## src/rtl/hazard_pkg.sv

```systemverilog
// Shared types for the EX operand-forwarding control slice.
// Optional feature macro used by the top: HAZARD_PERF_EN.
package hazard_pkg;

  localparam int unsigned REG_W = 5;
  localparam logic [REG_W-1:0] REG_ZERO = '0;

  typedef enum logic [1:0] {
    FWD_NONE = 2'b00,
    FWD_MEM  = 2'b01,
    FWD_WB   = 2'b10
  } fwd_sel_e;

  typedef struct packed {
    logic [REG_W-1:0] rs1;
    logic [REG_W-1:0] rs2;
    logic             rs1_used;
    logic             rs2_used;
    logic [REG_W-1:0] rd;
    logic             wren;
    logic             load;
  } ex_shadow_t;

  typedef struct packed {
    logic [REG_W-1:0] rd;
    logic             wren;
    logic             load;
  } mem_shadow_t;

  typedef struct packed {
    logic [REG_W-1:0] rd;
    logic             wren;
  } wb_shadow_t;

endpackage

```

## src/rtl/hazard_fwd_ctrl_fwd_sel_gen.sv

```systemverilog
// Forward-select comparator for a single EX operand. MEM beats WB; x0 never forwarded.
module fwd_sel_gen
  import hazard_pkg::*;
(
  input  logic [REG_W-1:0] i_rs,
  input  logic             i_rs_used,
  input  logic [REG_W-1:0] i_mem_rd,
  input  logic             i_mem_wren,
  input  logic [REG_W-1:0] i_wb_rd,
  input  logic             i_wb_wren,
  output logic [1:0]       o_sel
);

  fwd_sel_e sel;

  // Pick the youngest in-flight producer of the operand register
  always_comb begin
    sel = FWD_NONE;
    if (i_rs_used && (i_rs != REG_ZERO)) begin
      if (i_mem_wren && (i_mem_rd == i_rs)) begin
        sel = FWD_MEM;
      end else if (i_wb_wren && (i_wb_rd == i_rs)) begin
        sel = FWD_WB;
      end
    end
  end

  assign o_sel = sel;

endmodule

```

## src/rtl/hazard_fwd_ctrl.sv

```systemverilog
// EX forwarding / load-use hazard control with EX, MEM, WB shadow state.
// Define HAZARD_PERF_EN to build the saturating stall and forward counters.
module hazard_fwd_ctrl
  import hazard_pkg::*;
#(
  parameter int unsigned REG_AW = 5,
  parameter int unsigned CNT_W  = 32
) (
  input  logic              i_clk,
  input  logic              i_reset,
  input  logic [REG_AW-1:0] i_rs1_addr_id,
  input  logic [REG_AW-1:0] i_rs2_addr_id,
  input  logic              i_rs1_used_id,
  input  logic              i_rs2_used_id,
  input  logic [REG_AW-1:0] i_rd_addr_id,
  input  logic              i_rd_wren_id,
  input  logic              i_is_load_id,
  input  logic              i_flush_ex,
  output logic [1:0]        o_forward_a,
  output logic [1:0]        o_forward_b,
  output logic              o_stall,
  output logic              o_bubble_ex,
  output logic [CNT_W-1:0]  o_stall_cnt,
  output logic [CNT_W-1:0]  o_fwd_cnt
);

  ex_shadow_t  ex_q,  ex_d;
  mem_shadow_t mem_q, mem_d;
  wb_shadow_t  wb_q,  wb_d;
  logic        load_use;
  logic        unused_mem_load;

  assign unused_mem_load = mem_q.load;

  // Hazard detection and shadow-pipeline advance; flush overrides the stall
  always_comb begin
    load_use = ex_q.load && ex_q.wren && (ex_q.rd != REG_ZERO) &&
               ((i_rs1_used_id && (i_rs1_addr_id == ex_q.rd)) ||
                (i_rs2_used_id && (i_rs2_addr_id == ex_q.rd)));
    o_stall     = load_use && !i_flush_ex;
    o_bubble_ex = load_use || i_flush_ex;

    ex_d = '0;
    if (!o_bubble_ex) begin
      ex_d.rs1      = i_rs1_addr_id;
      ex_d.rs2      = i_rs2_addr_id;
      ex_d.rs1_used = i_rs1_used_id;
      ex_d.rs2_used = i_rs2_used_id;
      ex_d.rd       = i_rd_addr_id;
      ex_d.wren     = i_rd_wren_id;
      ex_d.load     = i_is_load_id;
    end

    mem_d.rd   = ex_q.rd;
    mem_d.wren = ex_q.wren;
    mem_d.load = ex_q.load;

    wb_d.rd    = mem_q.rd;
    wb_d.wren  = mem_q.wren;
  end

  // Shadow registers advance every edge; MEM and WB never stall
  always_ff @(posedge i_clk or negedge i_reset) begin
    if (!i_reset) begin
      ex_q  <= '0;
      mem_q <= '0;
      wb_q  <= '0;
    end else begin
      ex_q  <= ex_d;
      mem_q <= mem_d;
      wb_q  <= wb_d;
    end
  end

  fwd_sel_gen u_fwd_a (
    .i_rs       (ex_q.rs1),
    .i_rs_used  (ex_q.rs1_used),
    .i_mem_rd   (mem_q.rd),
    .i_mem_wren (mem_q.wren),
    .i_wb_rd    (wb_q.rd),
    .i_wb_wren  (wb_q.wren),
    .o_sel      (o_forward_a)
  );

  fwd_sel_gen u_fwd_b (
    .i_rs       (ex_q.rs2),
    .i_rs_used  (ex_q.rs2_used),
    .i_mem_rd   (mem_q.rd),
    .i_mem_wren (mem_q.wren),
    .i_wb_rd    (wb_q.rd),
    .i_wb_wren  (wb_q.wren),
    .o_sel      (o_forward_b)
  );

`ifdef HAZARD_PERF_EN
  logic [CNT_W-1:0] stall_cnt_q, stall_cnt_d;
  logic [CNT_W-1:0] fwd_cnt_q,   fwd_cnt_d;

  // Saturating event counters
  always_comb begin
    stall_cnt_d = stall_cnt_q;
    fwd_cnt_d   = fwd_cnt_q;
    if (o_stall && (stall_cnt_q != '1)) begin
      stall_cnt_d = stall_cnt_q + CNT_W'(1);
    end
    if (((o_forward_a | o_forward_b) != 2'b00) && (fwd_cnt_q != '1)) begin
      fwd_cnt_d = fwd_cnt_q + CNT_W'(1);
    end
  end

  // Counter registers
  always_ff @(posedge i_clk or negedge i_reset) begin
    if (!i_reset) begin
      stall_cnt_q <= '0;
      fwd_cnt_q   <= '0;
    end else begin
      stall_cnt_q <= stall_cnt_d;
      fwd_cnt_q   <= fwd_cnt_d;
    end
  end

  assign o_stall_cnt = stall_cnt_q;
  assign o_fwd_cnt   = fwd_cnt_q;
`else
  assign o_stall_cnt = '0;
  assign o_fwd_cnt   = '0;
`endif

endmodule

```

## config.mk

```make
export PLATFORM = sky130hd
export DESIGN_NAME = hazard_fwd_ctrl
export DESIGN_NICKNAME = d
export VERILOG_FILES = /design/src/rtl/hazard_pkg.sv /design/src/rtl/hazard_fwd_ctrl_fwd_sel_gen.sv /design/src/rtl/hazard_fwd_ctrl.sv
export SDC_FILE = /design/constraint.sdc
export NUM_CORES = 1
export LEC_CHECK = 0
export ABC_AREA = 1
export CORE_MARGIN = 2
export CORE_UTILIZATION = 35
export DETAILED_ROUTE_END_ITERATION = 6
export PLACE_DENSITY = 0.69
export RECOVER_POWER = 100
export SETUP_SLACK_MARGIN = 0.05
export SLEW_MARGIN = 20
export SYNTH_ARGS = -nofsm -noshare
export SYNTH_HDL_FRONTEND = slang
export SYNTH_HIERARCHICAL = 1
export SYNTH_SLANG_ARGS = --single-unit
```

## constraint.sdc

```tcl
create_clock -name i_clk -period 1.4 [get_ports i_clk]
set_input_delay 0.14 -clock i_clk [delete_from_list [all_inputs] [get_ports i_clk]]
set_output_delay 0.14 -clock i_clk [all_outputs]
set_load 0.01 [all_outputs]
```

## Yosys cells after proc, flatten, opt, wreduce, memory -nomap -nowiden

Cells that the tools add are included.

| operators by class | value |
|---|---|
| eq/ne operators | 6 |
| multiplexer cells | 7 |
| reduce and logical (&&, ||, !) cells | 18 |

Operator list:

| kind | count |
|---|---|
| equality test 5 bit | 6 |
| two-way mux 19 bit | 1 |
| nonzero test 5 bit | 3 |
| logical AND 1 bit | 12 |
| two-way mux 2 bit | 6 |
| logical OR 1 bit | 2 |
| zero test 1 bit | 1 |

| word-level totals | value |
|---|---|
| bits in registers | 31 |
| input port bits | 22 |
| output and inout bits | 70 |
| logic and storage cells | 42 |

## Logic depth before layout (Yosys ltp)

| logic depth | value |
|---|---|
| word-level depth | 6 |
| mapped depth | 10 |
| depth with buffers taken out | 9 |

## Cells and area by module

The synthesis kept the hierarchy.

Modules (own cells, without submodules):

| module | instances | cells an instance | area an instance (µm²) |
|---|---|---|---|
| hazard_fwd_ctrl | 1 | 188 | 1639.1 |
| fwd_sel_gen | 2 | 48 | 209.0 |

## Least setup slack after synthesis

No wires, ideal clock.

| timing path | value |
|---|---|
| path type | register to register |
| from | register ex_q[2] (netlist bit) |
| to | register ex_q[10] (netlist bit) |
| setup time | 0.117 ns |
| arrival time | 1.031 ns |
| required time | 1.283 ns |
| setup slack | 0.252 ns |
| cell stages (with the launch flop) | 10 |
| period minus slack after synthesis | 1.148 ns |
| path through | dfrtp_1 inv_1 nor2_1 nor2_1 nand3_1 nand2_1 nand2_2 nand2_2 buf_6 nor2_1 |

RTL lines:

| what | line | source |
|---|---|---|
| start: declaration | hazard_fwd_ctrl.sv:27 | `ex_shadow_t ex_q, ex_d;` |
| start signal: assignment | hazard_fwd_ctrl.sv:65 | `ex_q <= '0;` |
| start signal: assignment | hazard_fwd_ctrl.sv:69 | `ex_q <= ex_d;` |

## Final worst setup path

| timing path | value |
|---|---|
| from | register ex_q[3] (netlist bit) |
| to | output o_stall |

| on the way | value |
|---|---|
| word-level cells in the longest chain between the ends | 5 |

Ends and longest elaborated chain:

| what | line | source |
|---|---|---|
| equality test 5 bit, on equally long branches | hazard_fwd_ctrl.sv:38, hazard_fwd_ctrl.sv:39 |  |
| logical AND 1 bit, on equally long branches | hazard_fwd_ctrl.sv:38, hazard_fwd_ctrl.sv:39 |  |
| logical OR 1 bit | hazard_fwd_ctrl.sv:38 | `((i_rs1_used_id && (i_rs1_addr_id == ex_q.rd)) \|\|` |
| logical AND 1 bit (*) | hazard_fwd_ctrl.sv:37 | `load_use = ex_q.load && ex_q.wren && (ex_q.rd != REG_ZERO) &&` |
| logical AND 1 bit (*) | hazard_fwd_ctrl.sv:40 | `o_stall = load_use && !i_flush_ex;` |
| end: declaration | hazard_fwd_ctrl.sv:21 | `output logic o_stall,` |

Mark *: on every way between the ends. The rest lies on a longest branch, timed or not.

==> flow_summary.json <==
{
  "post-route-min-period_ps": 1556,
  "vias_per_cell": 3.815,
  "antennaDiodeCount": 0,
  "yosysTopAreaCellShare_pct": 37.71,
  "crit_path_max_fanout": 4,
  "crit_required_ps": 1260,
  "critPathKind": "reg2out",
  "place_congestion": 0.8255,
  "grt_max_degree": 32,
  "row_count": 27,
  "hold_depth": 3,
  "antenna_found_initial": 0,
  "timing.slew.headroom_pct": 51.40,
  "place_hpwl_um": 2844,
  "clk_pin_slew_worst_paths_ps": 70,
  "drt.antenna.violating_nets": 0,
  "first_iter_violations": 30,
  "design.die.area_sq_um": 6506,
  "layout.nets": 359,
  "failed_checks": "setup timing",
  "avgSynthCellArea_sq_um": 7.243,
  "placed_cells": 396,
  "fmax_mhz": 642.5,
  "drive_gt1_share_pct": 22.19,
  "status": "finished, violations left",
  "setup_ws_ps": -156.5,
  "cts_buffer_depth": 2,
  "slowest_stage": "dfrtp_1",
  "setup_viol": 6,
  "path_delay_family": "simple AND/OR/NAND/NOR gates",
  "ys_warn_count": 6,
  "vias": 1564,
  "die_h_um": 80.66,
  "cts_tree": "yes",
  "arrival_ps": 1420,
  "final_util_pct": 43.93,
  "synth_most_common_cell": "nand2_1",
  "htree_num_levels": 2,
  "io_buffer_count": 27,
  "die_x_um": 80.66,
  "worst_pin_slew_ps": 729.0,
  "syn_inst": 284,
  "coreArea_sq_um": 5608,
  "cts_num_sinks": 31,
  "drc_errors": 0,
  "crit_buf_inv": 2,
  "numCtsBuffers": 5,
  "maxCapViolCount": 0,
  "wl_um": 3697,
  "area_delta_synth_final_pct": 19.77,
  "syn_area_sq_um": 2057,
  "synth_edf_count": 0,
  "insertion_delay_ps": 280,
  "ys_seq_area_share_pct": 37.71,
  "cp.depth": 9,
  "p_leak_nw": 1.400,
  "slew_viol_final": 0,
  "finalCritPeriodShare_pct": 111.2,
  "grt_overflow": 0,
  "path_cells": "inv_2, nand2_1, nand2_1, nor2_1, nand3_1, nand2_1, nand2_2, nor2_1, buf_2",
  "hp-class": "in2reg",
  "synthTopCellsByCount": "nand2_1, buf_4, nor2_1, inv_1, dfrtp_1",
  "fin_skew_ps": 8.375,
  "yosysTopAreaCell": "dfrtp_1",
  "grt_pass1_wl_um": 5947,
  "first_pass_iters": 4,
  "finalPower_w": 0.002311,
  "ios": 92,
  "tns_ps": -476.7,
  "reg2reg_depth": 10,
  "async_reset_ff_share_pct": 100.0,
  "start_kind": "register",
  "root_buffer": "clkbuf_8",
  "hold_violations": 0,
  "crit_top_cell": "nand2_1",
  "layout.cells.non_filler": 410,
  "ys_types": 16,
  "critPathCaptureType": "output pin",
  "grtUsageTotal_pct": 11.92,
  "grt_pass1_vias": 1421,
  "wire_per_inst_um": 9.017,
  "start_util_pct": 36.68,
  "max_stage_delay_ps": 430,
  "ys_seq_elements": 31,
  "holdBufCountCts": 0,
  "ys_top_cells_by_area": "dfrtp_1, buf_4, nand2_1",
  "ys.flop_type": "dfrtp_1",
  "power_density_nw_per_um2": 938.0,
  "rsz0062_at_grt": "true",
  "ir_worst_vdd_mv": 0.5264
}
-- through the flow --
stage	instance area, sq um	hold slack, ps	worst slack (ps)
after floorplan	2293	-155.6	251.9
after global placement	2271	365.8	-471.4
after CTS	2381	248.4	-160.1
after global routing	2464	373.7	-291.4
final	2464	366.3	-156.5
after detailed placement	2271	366.6	-481.9
-- where the power goes --
group          switching (W)  internal (W)
Clock               0.000330      0.000575
Sequential         0.0000490      0.000943
Combinational       0.000243      0.000171
Total               0.000622       0.00169
-- routing by layer --
layer | share of wire (%) | wire length [um] | GRT usage, % | vias up
li1 | - | - | - | 806
met5 | 0 | 0 | 0 | -
met4 | 1.0 | 38 | 4.576 | 0
met1 | 40 | 1485 | 13.02 | 689
met3 | 6.6 | 245 | 3.371 | 5
met2 | 52 | 1928 | 21.67 | 64
-- state kept, by name (all words and copies together) (netlist names) --
| signal | cells |
|---|---|
| ex_q | 19 |
| wb_q | 6 |
| mem_q | 6 |
-- layout by cell type, fill, tap and decap left out, drive strengths merged --
cell type,netlist,routed
xnor2,4,4
clkdlybuf4s50,0,20
nand4,3,3
nand2,69,69
dlygate4sd3,0,1
clkbuf,0,9
clkinv,0,1
buf,66,25
o21ai,6,6
nor3,2,2
nand3,5,5
bufinv,0,1
conb,1,64
inv,46,46
dfrtp,31,31
nor2,51,51
-- area by class of cell --
type                       instances  area, sq um
clock buffer                       6        82.58
timing repair buffer              49        416.7
fill                             585         3144
sequential                        31        778.2
inverter                          46        172.7
tap                               72        90.09
clock inverter                     2        35.03
multi-input combinational        204        888.4
-- repair_timing --
action	4_1_cts	5_1_grt
resized for setup	28	25
buffers inserted	2	4
endpoints found under the setup margin	25	25
pin swaps	6	20
-- final timing paths --
check                                 from        to  slack (ps)
setup / recovery                   ex_q[3]   o_stall        -160
hold / removal             i_rd_addr_id[3]   ex_q[5]         370
setup reg to reg                   ex_q[3]  ex_q[18]          10
hold reg to reg                    ex_q[1]  mem_q[1]         380
max in group asynchronous          i_reset  ex_q[11]         450
min in group asynchronous          i_reset   ex_q[3]         440
-- worst register-to-register path, cell delays in order, from the launching register on --
cell     delay, ps
dfrtp_1        430
inv_2           60
nand2_1         60
nand2_1         50
nor2_1         110
nand3_1         90
nand2_1         70
nand2_2         60
nand2_2        100
buf_8          180
nor2_1          80
-- cells by family (layout without fill, tap and decap cells) --
group / Yosys count / in the layout / share of synthesized area (%)
other: 1 / 64 / 0.1823
DFF: 31 / 31 / 37.71
AOI/OAI and AO/OA: 6 / 6 / 1.460
xor gates and xnor gates: 4 / 4 / 1.703
buffers and inverters: 112 / 103 / 32.85
and+or+nand+nor: 130 / 130 / 26.09
Note: power is estimated with default switching activity, not from simulation.
==> edit 1 (config.mk and constraints unchanged) <==
`REG_ZERO`: '0 -> 1.
--- a/src/rtl/hazard_pkg.sv
+++ b/src/rtl/hazard_pkg.sv
@@ -3,7 +3,7 @@
 package hazard_pkg;
 
   localparam int unsigned REG_W = 5;
-  localparam logic [REG_W-1:0] REG_ZERO = '0;
+  localparam logic [REG_W-1:0] REG_ZERO = 1;
 
   typedef enum logic [1:0] {
     FWD_NONE = 2'b00,
Check against the original RTL: not equivalent (Yosys sat finds a counterexample within 4 cycles, from zero or initial values and one cycle with i_reset low).
==> edit 1 against the original RTL <==
  * Area after synthesis grew 2.4%
  * Wire length grew 4.0%
  * Non-clock buffer count did not move
  * Clock skew is 0.0029 ns lower
  * Sequential cell count unchanged
  * Register-to-register slack worse by 0.17 ns
  * Cell area increased by 7.7%
  * The flow still finishes with violations (negative setup slack)
  * Total power is 6.4% lower
  * Setup slack got worse by 0.017 ns
  * Largest power group unchanged
==> edit 1: results <==
metrics = {
    "cells_and_area": {
        "fin_cells": 420,
        "nets": 367,
        "n_antenna_cell": 0,
        "fill_cells": 590,
        "drive_above_1_share_pct": 22.9,
        "top_regs": "ex_q x19, mem_q x6, wb_q x6",
    },
    "placed_design": {
        "io_buffers": 27,
        "dp_cells": 404,
        "dp_hpwl_microns": 2840,
        "gp_congestion": 0.866,
    },
    "worst_setup_path": {
        "critPathArrivalTime_ns": 1.43,
        "crit_slowest_cell": "dfrtp_1",
        "r2r_cells": 9,
        "path_max_fanout": 6,
    },
    "synth": {
        "ys_top_cells_by_area": "dfrtp_1 37%, buf_4 23%, nand2_1 13%",
        "ys_types": 17,
        "ys_top_cells_by_count": "74 x nand2_1, 64 x buf_4, 43 x inv_1",
        "syn_inst": 292,
        "synthArstFlopShare_pct": 100,
        "ys_seq_area_share_pct": 36.8,
        "yosysWarningCount": 6,
    },
    "clock_network": {
        "htreeDepth": 2,
        "root_buffer": "clkbuf_8",
        "numCtsBuffers": 5,
        "cts_max_path_buffers": 2,
    },
    "drt": {
        "avgRoutedWirePerCell_microns": 9.16,
        "drtPass1Iterations": 4,
        "drtIter0Drc": 44,
        "dr_total_vias": 1626,
    },
    "power_and_ir_drop": {
        "total_leakage_power_nw": 1.48,
        "ir_worst_vdd_v": 0.000636,
    },
    "sta": {
        "skew_ns": 0.00546,
        "setup_viol": 25,
        "layout_setup_ws_ns": -0.174,
    },
    "global_routing": {
        "antenna_found_initial": 0,
        "grt_pass1_wl_microns": 5910,
        "grt_max_degree": 32,
        "grt_pass1_vias": 1429,
        "grt_use_total_pct": 11.9,
    },
    "status": {
        "violations": "negative setup slack",
        "status": "finished with violations",
    },
    "worst_hold_path": {
        "hold_path_class": "input port to async pin",
    },
}
-- edit 1: cell types whose count changed after synthesis, sizes merged, moves of 3 or more --
cell / delta
nand4: -3
xnor2: -4
nand3: +3
o21ai: -6
xor2: +4
nand2: +7
inv: +4
-- edit 1: final timing paths --
check	from	endpoint	slack, ns
max	ex_q[2]	o_stall	-0.17
min	i_reset	ex_q[6]	0.24
max reg2reg	ex_q[6]	ex_q[13]	-0.16
min reg2reg	ex_q[1]	mem_q[1]	0.37
max in group asynchronous	i_reset	ex_q[5]	0.86
min in group i_clk	ex_q[1]	mem_q[1]	0.37
-- edit 1: area by class of cell --
| class | count | area [sq um] | share of cell area (%) |
|---|---|---|---|
| repair buffers | 49 | 504 | 19.0 |
| multi-input cells | 208 | 1000 | 37.7 |
| clock inverters | 1 | 5.00 | 0.189 |
| flip-flops and latches | 31 | 779 | 29.4 |
| well taps | 75 | 93.8 | 3.54 |
| clock buffers | 6 | 82.6 | 3.11 |
| inverters | 50 | 188 | 7.07 |
-- edit 1: metal layers --
layer / routed length [microns] / GRT usage, %
met5: 0 / 0
met4: 215 / 7.29
met3: 281 / 3.41
met2: 1990 / 21.7
met1: 1360 / 11.8
-- edit 1: power by group --
| group | switching [mW] | total (mW) | leakage [nW] | internal [mW] |
|---|---|---|---|---|
| Sequential | 0.0488 | 0.992 | 0.396 | 0.944 |
| Combinational | 0.271 | 0.482 | 1.04 | 0.211 |
| Clock | 0.304 | 0.689 | 0.0470 | 0.384 |
-- edit 1: stage by stage --
step / utilization (%) / cell area (sq um) / worst slack, ns / TNS (ns)
2_1_floorplan: - / 2340 / 0.246 / 0
3_3_place_gp: 39.2 / 2290 / -0.555 / -7.27
3_5_place_dp: 39.2 / 2290 / -0.559 / -7.63
4_1_cts: 43.6 / 2550 / -0.191 / -1.87
5_1_grt: 45.4 / 2650 / -0.294 / -4.40
6_report: 45.4 / 2650 / -0.174 / -2.18
-- edit 1: cells by family (layout without fill, tap and decap cells) --
group,count (synthesis),count (layout),synth area share (%)
AO/OA/AOI/OAI,3,3,1.37
XOR/XNOR,4,4,1.66
buffers and inverters,116,106,33.2
flip-flops,31,31,36.8
other,1,64,0.178
AND/OR/NAND/NOR,137,137,26.7
-- edit 1: repair_timing --
action | 4_1_cts | 5_1_grt
hold buffers | 0 | 0
pin swaps | 10 | 6
endpoints found under the setup margin | 25 | 25
resized for setup | 47 | 25
hold endpoints to repair | 0 | 0
gates cloned | 3 | 0
buffers inserted | 5 | 2
==> edit 2 (config.mk and constraints unchanged) <==
Made on the original files. Add a define of `HAZARD_PERF_EN`.
--- a/src/rtl/hazard_fwd_ctrl.sv
+++ b/src/rtl/hazard_fwd_ctrl.sv
@@ -1,5 +1,7 @@
 // EX forwarding / load-use hazard control with EX, MEM, WB shadow state.
 // Define HAZARD_PERF_EN to build the saturating stall and forward counters.
+`define HAZARD_PERF_EN
+
 module hazard_fwd_ctrl
   import hazard_pkg::*;
 #(
Check against the original RTL: not equivalent (a bounded check fails within 4 cycles, from zero or initial values and one cycle with i_reset low).
==> edit 2 against the original RTL <==
  * The run still ends with negative setup slack left
  * Clock power rose to 2.7 times the old value
  * Wire length grew to 5.0 times the old value
  * Total power increased to 2.7 times the old value
  * Maximum frequency fell by 16%
  * Sequential cell count up 64
  * Combinational power rose by 78%
  * Setup slack worse by 0.30 ns
  * Area after synthesis grew to 2.8 times the old value
  * Critical path depth up 1
  * Cell area grew to 3.7 times the old value
  * Critical path type is now flop to flop
==> edit 2: results <==
metrics = {
    "status": {
        "status": "finished with violations",
        "violations": "negative setup slack",
    },
    "placed_design": {
        "dp_worst_setup_slack_ns": -0.565,
        "gp_congestion": 0.930,
        "dp_hpwl_microns": 12700,
        "io_buffers": 91,
    },
    "drt": {
        "dr_total_vias": 6288,
        "drtIter0Drc": 392,
        "drtPass1Iterations": 5,
    },
    "clock_network": {
        "numCtsBuffers": 9,
        "htreeDepth": 3,
        "clk_latency_ns": 0.36,
    },
    "worst_setup_path": {
        "worstReg2RegEnd": "o_stall_cnt[8]",
        "regToRegStartpoint": "o_stall_cnt[8]",
        "slowest_delay_ns": 0.40,
        "path_max_fanout": 8,
    },
    "sta": {
        "setup_viol": 89,
        "holdWs_ns": 0.307,
        "worst_pin_slew_ns": 0.590,
        "skew_ns": 0.00797,
        "layout_setup_ws_ns": -0.455,
    },
    "synth": {
        "synth_compound_gate_area_share_pct": 2.14,
        "ys_types": 29,
        "synth_adder_area_share_pct": 0.437,
        "ys_seq_area_share_pct": 41.5,
        "synthXorXnorAreaFrac_pct": 6.11,
        "ys_top_cells_by_area": "dfrtp_1 41%, nand2_1 24%, nor2_1 7.9%",
        "yosysWarningCount": 6,
    },
    "global_routing": {
        "grt_max_degree": 40,
        "grt_pass1_vias": 5968,
        "antenna_found_initial": 0,
        "grt_use_total_pct": 19.9,
    },
    "power_and_ir_drop": {
        "ir_worst_vdd_v": 0.000605,
    },
    "cells_and_area": {
        "drive_above_1_share_pct": 33.0,
        "fill_cells": 1497,
        "nets": 1158,
    },
    "worst_hold_path": {
        "hold_path_class": "input port to async pin",
    },
}
## edit 2: changes by cell type after synthesis, sizes merged, moves of 18 or more
cell    before  now
buf         66   13
dfrtp       31   95
inv         46   78
nand2       69  375
nand3b       0   18
nor2        51  128
nor3         2   22
xor2         0   26
## edit 2: how the worst max path moves through the flow
stage,start,to,slack (ns)
finish,o_stall_cnt[8],o_stall_cnt[8],-0.46
CTS,ex_q[9],o_fwd_cnt[26],-0.37
detailed placement,i_rs2_addr_id[3],o_stall,-0.56
global placement,i_rs2_addr_id[3],o_stall,-0.56
global route,o_stall_cnt[8],o_stall_cnt[14],-0.52
floorplan,ex_q[12],o_fwd_cnt[7],-0.18
## edit 2: kinds of logic after synthesis
family          Yosys count
simple gates            579
flops                    95
buf+inv                  92
xor+xnor                 40
compound gates           20
fa+ha+maj                 2
## edit 2: final cells by class
class	count	area (sq um)	share of cell area, %
repair buffers	306	2480	27.3
inverters	78	305	3.36
clock inverters	4	47.5	0.524
multi-input cells	641	3320	36.5
clock buffers	11	233	2.56
flip-flops and latches	95	2390	26.3
well taps	216	270	2.98
repair inverters	3	36.3	0.400
## edit 2: worst reg2reg max path: stages (launching register included)
cell,delay [ns]
dfrtp_1,0.40
nand2_1,0.12
nor2_2,0.12
nand2_1,0.14
nor2_4,0.19
nor3b_4,0.27
nor2_4,0.07
buf_12,0.15
clkbuf_16,0.18
nand2_2,0.06
nand2_1,0.05
## edit 2: stage by stage
step           power [mW]  instance area, sq um  instances  util (%)  setup TNS, ns
6_report             6.14                  9080       1354      57.0         -29.39
4_1_cts              6.17                  8650       1330      54.3         -23.05
2_1_floorplan        3.27                  5830        828         -          -9.09
5_1_grt              6.37                  9080       1354      57.0         -37.94
3_5_place_dp         3.66                  8220       1292      51.6         -32.26
3_3_place_gp         3.65                  8220       1292      51.6         -30.63
## edit 2: repair_timing
action,4_1_cts,5_1_grt
hold buffers,1,0
gates resized for setup,133,153
setup buffers,21,20
gates cloned,1,7
endpoints found under the setup margin,153,118
hold endpoints to repair,19,0
pin swaps,9,46
## edit 2: layer usage
metal  wire (microns)  vias to the layer above  GRT usage [%]
met3              790                       35           4.00
li1                 -                     3154              -
met5                0                        -              0
met2             9150                      155           35.5
met1             7960                     2944           24.3
met4              507                        0           5.74
## edit 2: report_power, final
part | switching, mW | internal [mW]
Combinational | 0.377 | 0.358
Clock | 1.10 | 1.37
Sequential | 0.102 | 2.83
